===== config.mk =====
export PLATFORM = sky130hd
export DESIGN_NAME = reaction_time_display
export DESIGN_NICKNAME = d
export VERILOG_FILES = /design/src/rtl/reaction_time_display.sv
export SDC_FILE = /design/constraint.sdc
export NUM_CORES = 1
export LEC_CHECK = 0
export BUFFER_PORTS_ARGS = -buffer_cell sky130_fd_sc_hd__buf_2
export CORE_AREA = 10 10 106 131
export CTS_CLUSTER_SIZE = 10
export DETAILED_ROUTE_END_ITERATION = 10
export DIE_AREA = 0 0 116 141
export PLACE_DENSITY = 0.67
export SLEW_MARGIN = 10
export SYNTH_ARGS = -nofsm -noshare
export SYNTH_HDL_FRONTEND = slang
export SYNTH_SLANG_ARGS = --single-unit
export TNS_END_PERCENT = 10

===== constraint.sdc =====
create_clock -name clk -period 4.9 [get_ports clk]
set_input_delay 0.98 -clock clk [delete_from_list [all_inputs] [get_ports clk]]
set_output_delay 0.98 -clock clk [all_outputs]
set_load 0.01 [all_outputs]

===== src/rtl/reaction_time_display.sv =====
// Freezes the elapsed-ms count, converts it to 4-digit BCD with a sequential
// double-dabble FSM and scans it onto a multiplexed active-low 7-segment display.
module reaction_time_display #(
  parameter int unsigned REFRESH_DIV = 25000,
  parameter int unsigned SAT_VALUE   = 9999
) (
  input  logic        clk,
  input  logic        rst_n,
  input  logic        set,
  input  logic        stopsignal,
  input  logic [15:0] cur_sec,
  output logic [15:0] bcd,
  output logic        bcd_valid,
  output logic [3:0]  an,
  output logic [6:0]  seg,
  output logic        dp
);

  localparam int unsigned CW = (REFRESH_DIV > 1) ? $clog2(REFRESH_DIV) : 1;
  localparam logic [CW-1:0] REFRESH_LAST = CW'(REFRESH_DIV - 1);
  localparam logic [15:0]   SAT          = 16'(SAT_VALUE);

  typedef enum logic [1:0] {IDLE, LOAD, SHIFT, DONE} state_e;

  state_e        state_q, state_d;
  logic [15:0]   hold_q, hold_d;
  logic [15:0]   bin_sr_q, bin_sr_d;
  logic [15:0]   bcd_sr_q, bcd_sr_d;
  logic [15:0]   bcd_q, bcd_d;
  logic [15:0]   bcd_adj;
  logic [4:0]    iter_q, iter_d;
  logic          ovf_q, ovf_d;
  logic          bcd_valid_q, bcd_valid_d;
  logic [CW-1:0] refresh_q, refresh_d;
  logic [1:0]    idx_q, idx_d;
  logic [3:0]    an_q, an_d;
  logic [6:0]    seg_q, seg_d;
  logic          dp_q, dp_d;
  logic [3:0]    digit;
  logic          blank;

  function automatic logic [6:0] seg_pattern(input logic [3:0] n);
    case (n)
      4'd0:    return 7'b1000000;
      4'd1:    return 7'b1111001;
      4'd2:    return 7'b0100100;
      4'd3:    return 7'b0110000;
      4'd4:    return 7'b0011001;
      4'd5:    return 7'b0010010;
      4'd6:    return 7'b0000010;
      4'd7:    return 7'b1111000;
      4'd8:    return 7'b0000000;
      4'd9:    return 7'b0010000;
      default: return 7'h7F;
    endcase
  endfunction

  always_comb begin
    hold_d = hold_q;
    if (set)              hold_d = '0;
    else if (!stopsignal) hold_d = cur_sec;
  end

  always_comb begin
    bcd_adj = bcd_sr_q;
    for (int unsigned i = 0; i < 4; i++) begin
      if (bcd_sr_q[4*i +: 4] >= 4'd5) bcd_adj[4*i +: 4] = bcd_sr_q[4*i +: 4] + 4'd3;
    end
  end

  always_comb begin
    state_d     = state_q;
    bin_sr_d    = bin_sr_q;
    bcd_sr_d    = bcd_sr_q;
    iter_d      = iter_q;
    ovf_d       = ovf_q;
    bcd_d       = bcd_q;
    bcd_valid_d = 1'b0;
    case (state_q)
      IDLE: state_d = LOAD;
      LOAD: begin
        ovf_d    = (hold_q > SAT);
        bin_sr_d = (hold_q > SAT) ? SAT : hold_q;
        bcd_sr_d = '0;
        iter_d   = '0;
        state_d  = SHIFT;
      end
      SHIFT: begin
        {bcd_sr_d, bin_sr_d} = {bcd_adj[14:0], bin_sr_q, 1'b0};
        iter_d = iter_q + 5'd1;
        if (iter_q == 5'd15) state_d = DONE;
      end
      DONE: begin
        // bcd and its valid strobe are registered together so they line up
        bcd_d       = bcd_sr_q;
        bcd_valid_d = 1'b1;
        state_d     = IDLE;
      end
      default: state_d = IDLE;
    endcase
  end

  always_comb begin
    refresh_d = (refresh_q == REFRESH_LAST) ? '0 : refresh_q + 1'b1;
    idx_d     = (refresh_q == REFRESH_LAST) ? idx_q + 2'd1 : idx_q;
    digit     = bcd_q[4*idx_q +: 4];
    case (idx_q)
      2'd3:    blank = (bcd_q[15:12] == 4'd0);
      2'd2:    blank = (bcd_q[15:8] == 8'd0);
      2'd1:    blank = (bcd_q[15:4] == 12'd0);
      default: blank = 1'b0;
    endcase
    seg_d = blank ? 7'h7F : seg_pattern(digit);
    an_d  = ~(4'b0001 << idx_q);
    dp_d  = ~((idx_q == 2'd3) & ovf_q);
  end

  always_ff @(posedge clk or negedge rst_n) begin
    if (!rst_n) begin
      state_q     <= IDLE;
      hold_q      <= '0;
      bin_sr_q    <= '0;
      bcd_sr_q    <= '0;
      bcd_q       <= '0;
      iter_q      <= '0;
      ovf_q       <= 1'b0;
      bcd_valid_q <= 1'b0;
      refresh_q   <= '0;
      idx_q       <= '0;
      an_q        <= '1;
      seg_q       <= '1;
      dp_q        <= 1'b1;
    end else begin
      state_q     <= state_d;
      hold_q      <= hold_d;
      bin_sr_q    <= bin_sr_d;
      bcd_sr_q    <= bcd_sr_d;
      bcd_q       <= bcd_d;
      iter_q      <= iter_d;
      ovf_q       <= ovf_d;
      bcd_valid_q <= bcd_valid_d;
      refresh_q   <= refresh_d;
      idx_q       <= idx_d;
      an_q        <= an_d;
      seg_q       <= seg_d;
      dp_q        <= dp_d;
    end
  end

  assign bcd       = bcd_q;
  assign bcd_valid = bcd_valid_q;
  assign an        = an_q;
  assign seg       = seg_q;
  assign dp        = dp_q;

endmodule


==> results.tsv, run 1 <==
metric	value	unit
status	finished clean	
TritonCTS clock tree	done	
Initial DRC Count	177	
Post-Synth Simple-Gate Area	11.1	%
Setup CP Type	reg -> reg	
final cell count without fillers	632	
Setup TNS	0	ns
CTS sink count	102	
vias in the first global route	3381	
Die X-Extent	116	um
Resized cells post-CTS	0	
overall power	2.25	mW
max cap viols	0	
DRC viols	0	
Hold WS	0.394	ns
Max H-tree Level	3	
largest family of logic cells by synthesized area	compound AO/OA/AOI/OAI gates	
count leader, synth	dfrtp_1	
GRT Resource Usage Total	11.7	%
Cell Rows	44	
post-synthesis mux area share	10.2	%
Worst-path clk slew	0.07	ns
clk buf depth	2	
Synth Area in Compound Gates	11.6	%
I/O Buffers	48	
Routed wire per std cell	14.8	um
Post-Synth XOR/XNOR Area	3.05	%
Startpoint Class	register	
final hold violations	0	
Mapped Area	0.00489	mm^2
diode count	0	
fmax	409	MHz
post-synthesis register bit count	102	
Leakage	2.59	nW
core region area	0.0115	mm^2
GPL Wtd Cong	0.854	
max-slew violation count	0	
Top Usage Layer GRT	met2	
number of buffers created by CTS	9	
Post-Synthesis Cells	448	
unrepaired setup endpoints after global routing	no	
Total Die Area	0.0164	mm^2
R2R depth	4	
layout cells sized above 1	22.3	%
Setup Viol. Count Final	0	
PwrDens	406	mW/mm^2
slew margin rel.	26.6	%
Detailed Route WL	9370	um
ranking of synthesized cells by area	dfrtp_1, dfstp_2, ha_1, mux2_2, inv_1	
GRT met2 Usage	19.8	%
Commonest cells post-synth	dfrtp_1, inv_1, nor2_1	
Detailed Routing Iterations Pass 1	4	
Crit Path Max Fanout	12	
hpwl dp	6820	um
Final nets	534	
I/O pin cnt	49	
global-route wire length before repair	15900	um
dpl cells	616	
latest clock arrival within the worst-skew pair	0.34	ns
top cell type's share of synthesized area	46.1	%
syn_nets	493	
min Tclk post-route	2.45	ns
largest net degree at the start of global routing	74	
antenna-violating nets left	0	
Vias	3373	
count of different cell masters after synthesis	49	
total grt overflow	0	
Die Y	141	um
CTS root buffer	clkbuf_16	
GRT met3 Usage	3.01	%
Worst Max-Slew Pin Slew	1.09	ns
hold_buf cts	0	
adder-cell share of the synthesized area	6.40	%
Initial Utilization	42.7	%
setup bufs post-CTS	0	
hold path depth	1	
syn_area_per_cell	10.9	um^2
met1 Track Usage GR	14.1	%
antenna violations before repair	0	
peak supply drop	0.266	mV
Synth-to-Final Area Change	13.6	%
Seq/Total Area, Yosys	52.5	%
fin crit share	49.9	%
vias per cell	5.34	
Worst EP arrival	2.67	ns
top_reg_cell synth	dfrtp_1	
Worst Path Required	5.12	ns
CP endpoint kind	register	
Max Clock Skew	0.00635	ns
HP Class	reg -> reg	
Yosys top cell by area	dfrtp_1	
Synth Warn #	0	
Post-synth EDFFs	0	
Post-synth ARST share	100	%
-- layout by cell type (no fill, tap or decap), drive strengths merged, types with 14 or more instances in the layout --
cell type,Yosys,final
mux2i,16,16
o21ai,29,29
inv,45,47
ha,25,25
buf,8,50
mux2,22,22
a21oi,22,22
dfrtp,90,90
nand3,14,14
nor2,39,39
-- metal layers --
| metal | wire [um] | part of all wire [%] |
|---|---|---|
| met1 | 4110 | 44 |
| met4 | 116 | 1.2 |
| met3 | 477 | 5.1 |
| met5 | 0 | 0 |
| met2 | 4660 | 50 |
-- critical path: stages, from the launching register on --
cell and delay [ns]:
dfrtp_1 0.44, or4bb_1 0.53, nor4_2 0.96, nor2_1 0.10, mux2_2 0.31
-- logic make-up after synthesis --
family          after synthesis
compound gates               92
xor+xnor                     17
fa+ha+maj                    25
buf+inv                      65
flops                       102
mux                          42
simple gates                105
-- per-stage QoR --
step	area, um^2	utilization (%)	setup slack (ns)
finish	5550	48.5	2.45
global route	5550	48.5	2.29
floorplan	4890	-	2.87
detailed placement	5240	45.7	2.46
global placement	5240	45.7	2.55
CTS	5550	48.5	2.45
-- path summary, 6_finish.rpt --
path,from,endpoint,slack (ns)
hold / removal,ovf_q,dp,0.39
setup / recovery,refresh_q[10],refresh_q[12],2.45
max in group asynchronous,rst_n,bcd[11],3.24
min in group asynchronous,rst_n,bcd[8],0.77
setup reg to reg,refresh_q[10],refresh_q[12],2.45
hold reg to reg,ovf_q,dp,0.39
-- sequential cells by signal (all words and copies together), names as in the netlist --
name and count:
an 4, bcd 16, bcd_sr_q 16, bcd_valid 1, bin_sr_q 16, dp 1, hold_q 16, idx_q 2
iter_q 5, ovf_q 1, refresh_q 15, seg 7, state_q 2
-- final cells by class --
cell class	count	area, um^2
fillers	1052	5900
flip-flops and latches	102	2570
multi-input cells	281	2070
repair buffers	50	258
clock buffers	11	253
well taps	138	173
inverters	45	169
clock inverters	5	65.1
-- power by group --
group	internal, mW	total [mW]	switching [mW]
combinational	0.218	0.466	0.249
sequential	0.968	1.05	0.0850
clock	0.429	0.735	0.306
Power figures use the tool's default switching activity.
==> run 2: changes to the inputs <==
--- a/config.mk
+++ b/config.mk
@@ -5,11 +5,12 @@
 export SDC_FILE = /design/constraint.sdc
 export NUM_CORES = 1
 export LEC_CHECK = 0
+export ABC_AREA = 1
 export BUFFER_PORTS_ARGS = -buffer_cell sky130_fd_sc_hd__buf_2
-export CORE_AREA = 10 10 106 131
+export CORE_AREA = 10 10 109 136
 export CTS_CLUSTER_SIZE = 10
 export DETAILED_ROUTE_END_ITERATION = 10
-export DIE_AREA = 0 0 116 141
+export DIE_AREA = 0 0 119 146
 export PLACE_DENSITY = 0.67
 export SLEW_MARGIN = 10
 export SYNTH_ARGS = -nofsm -noshare
==> constraint.sdc (replaced) <==
create_clock -name clk -period 2.5 [get_ports clk]
set_input_delay 0.5 -clock clk [delete_from_list [all_inputs] [get_ports clk]]
set_output_delay 0.5 -clock clk [all_outputs]
set_load 0.01 [all_outputs]
==> run 2 against run 1 <==
- sequential power is 100% higher
- non-clock buffer count is 4 higher
- power is 110% higher
- critical path type unchanged
- critical endpoint is now bin_sr_q[4]
- largest power group unchanged
==> results.tsv, run 2 <==
metric	value	unit
Startpoint Class	register	
Initial Utilization	42.7	%
Synth-to-Final Area Change	13.5	%
final hold violations	0	
Yosys top cell by area	dfrtp_1	
Met3 Wirelength	358	um
delay-heaviest family, CP	adder cells	
slew margin rel.	63.0	%
setup bufs post-CTS	0	
Detailed Route WL	10800	um
metal2 WL	5620	um
CTS root buffer	clkbuf_16	
Max H-tree Level	3	
Int Power	3.23	mW
most used cell, CP	inv_1	
utilization after layout	48.4	%
status	finished clean	
R2R Setup Slk	0.52	ns
core region area	0.0123	mm^2
antenna violations before repair	0	
largest family of logic cells by synthesized area	simple AND/OR/NAND/NOR gates	
Setup WS pre-CTS	0.512	ns
Worst Path Required	2.76	ns
Area after DPL	0.00568	mm^2
vias per cell	4.92	
GRT Resource Usage Total	12.9	%
TritonCTS clock tree	done	
Leakage	2.96	nW
I/O pin cnt	49	
Post-Synth XOR/XNOR Area	1.83	%
CTS sink count	102	
fin crit share	79.1	%
DR top layer	met4	
PwrDens	785	mW/mm^2
layout cells sized above 1	16.7	%
Post-synth ARST share	100	%
Die Y	146	um
antenna-violating nets left	0	
ranking of synthesized cells by area	dfrtp_1, nand2_1, dfstp_2, nand3_1, ha_1	
count of different cell masters after synthesis	37	
Clock power frac	29.4	%
worst r2r src	state_q[1]	
hold_buf cts	0	
Hold WS	0.127	ns
Synth Warn #	0	
post-synthesis mux area share	0	%
top_reg_cell synth	dfrtp_1	
count leader, synth	nand2_1	
slowest cell delay on critical path	0.51	ns
CP startpoint	state_q[1]	
clk buf depth	2	
Total Die Area	0.0174	mm^2
most common cell after layout, fill and taps aside	nand2_1	
Worst EP arrival	2.23	ns
Mapped Area	0.00526	mm^2
largest net degree at the start of global routing	49	
diode count	0	
sw frac	31.1	%
syn_area_per_cell	8.46	um^2
worst-path cell chain	inv_1, ha_1, inv_1, nor2_2, nand2_1, o21bai_1	
top cell type's share of synthesized area	42.8	%
Post-Synth Simple-Gate Area	26.8	%
Die X-Extent	119	um
Setup CP Type	reg -> reg	
I/O Buffers	48	
post-synthesis register bit count	102	
Synth Area in Compound Gates	9.05	%
global-route wire length before repair	19100	um
latest clock arrival within the worst-skew pair	0.34	ns
total grt overflow	0	
setup ws final	0.523	ns
Routed wire per std cell	12.9	um
Crit-path slowest cell	ha_1	
design area	0.00597	mm^2
Detailed Routing Iterations Pass 1	4	
syn_nets	666	
Final nets	713	
Post-synth EDFFs	0	
peak supply drop	0.350	mV
fmax	506	MHz
Initial DRC Count	172	
GPL Wtd Cong	0.867	
adder-cell share of the synthesized area	5.95	%
Resized cells post-CTS	0	
Setup Viol. Count Final	0	
number of buffers created by CTS	9	
Switch Pwr	1.46	mW
min Tclk post-route	1.98	ns
Worst-path clk slew	0.06	ns
register share of total power	45.3	%
hpwl dp	8130	um
Post-Synthesis Cells	621	
max-slew violation count	0	
Post-Route M1 WL	4740	um
unrepaired setup endpoints after global routing	no	
Vias	4132	
vias in the first global route	4308	
Max Clock Skew	0.00424	ns
Worst Max-Slew Pin Slew	0.554	ns
DRC viols	0	
HP Class	in -> async	
commonest cells after routing, fill and taps aside	nand2_1, dfrtp_1, inv_1, nand3_1, nor2_1	
max cap viols	0	
Commonest cells post-synth	nand2_1, dfrtp_1, inv_1	
WP buf/inv	2	
CP endpoint kind	register	
Setup TNS	0	ns
Seq/Total Area, Yosys	48.8	%
Crit Path Max Fanout	13	
Cell Rows	46	
Combinational Power Share	25.2	%
-- run 2: changes by cell type in the layout (fill, tap and decap cells not counted), sizes merged, moves of 9 or more --
cell,before,now
nand2,13,143
nand3,14,70
inv,47,82
nor2,39,66
mux2,22,0
mux2i,16,0
xnor2,12,0
nand2b,9,0
-- run 2: cell type report --
class	count	area, um^2
fill	1189	6350
sequential	102	2570
multi-input combinational	419	2290
inverter	82	308
timing repair buffer	54	300
clock buffer	13	260
tap	168	210
clock inverter	1	30.0
-- run 2: worst paths after layout --
path | to | cells after the start
setup / recovery | bin_sr_q[4] | 6
hold / removal | refresh_q[4] | 1
setup reg to reg | bin_sr_q[4] | 6
hold reg to reg | dp | 1
max in group asynchronous | dp | 2
min in group clk | hold_q[7] | 3
-- run 2: power groups by stage --
| stage | Combinational (mW) | Sequential, mW | Clock, mW |
|---|---|---|---|
| after floorplan | 0.729 | 2.20 | 0 |
| after global placement | 1.16 | 2.14 | 0 |
| after detailed placement | 1.20 | 2.15 | 0 |
| after CTS | 1.20 | 2.12 | 1.41 |
| after global routing | 1.35 | 2.15 | 1.49 |
| final | 1.18 | 2.12 | 1.38 |
-- run 2: per-layer routing --
layer / vias up / global-route usage, %
met2: 75 / 23.0
met3: 10 / 2.80
met5: - / 0
li1: 2096 / -
met1: 1951 / 14.7
met4: 0 / 4.35
-- run 2: worst reg2reg max path, delay by kind of cell, from the launching register on --
family | cells | cell delay (ns)
AOI/OAI and AO/OA | 1 | 0.16
adders and majority gates | 1 | 0.51
buffers and inverters | 2 | 0.38
DFF | 1 | 0.40
and+or+nand+nor | 2 | 0.45
-- run 2: stage by stage --
stage / power [mW] / std cells
finish: 4.68 / 839
global placement: 3.30 / 825
global route: 4.99 / 839
floorplan: 2.92 / 621
CTS: 4.74 / 839
detailed placement: 3.34 / 825
-- run 2: cells by family (layout without fill, tap and decap cells) --
kind of cell	Yosys count	count (layout)
simple gates	301	301
flops	102	102
buf+inv	100	150
compound gates	82	82
fa+ha+maj	25	25
xor+xnor	11	11
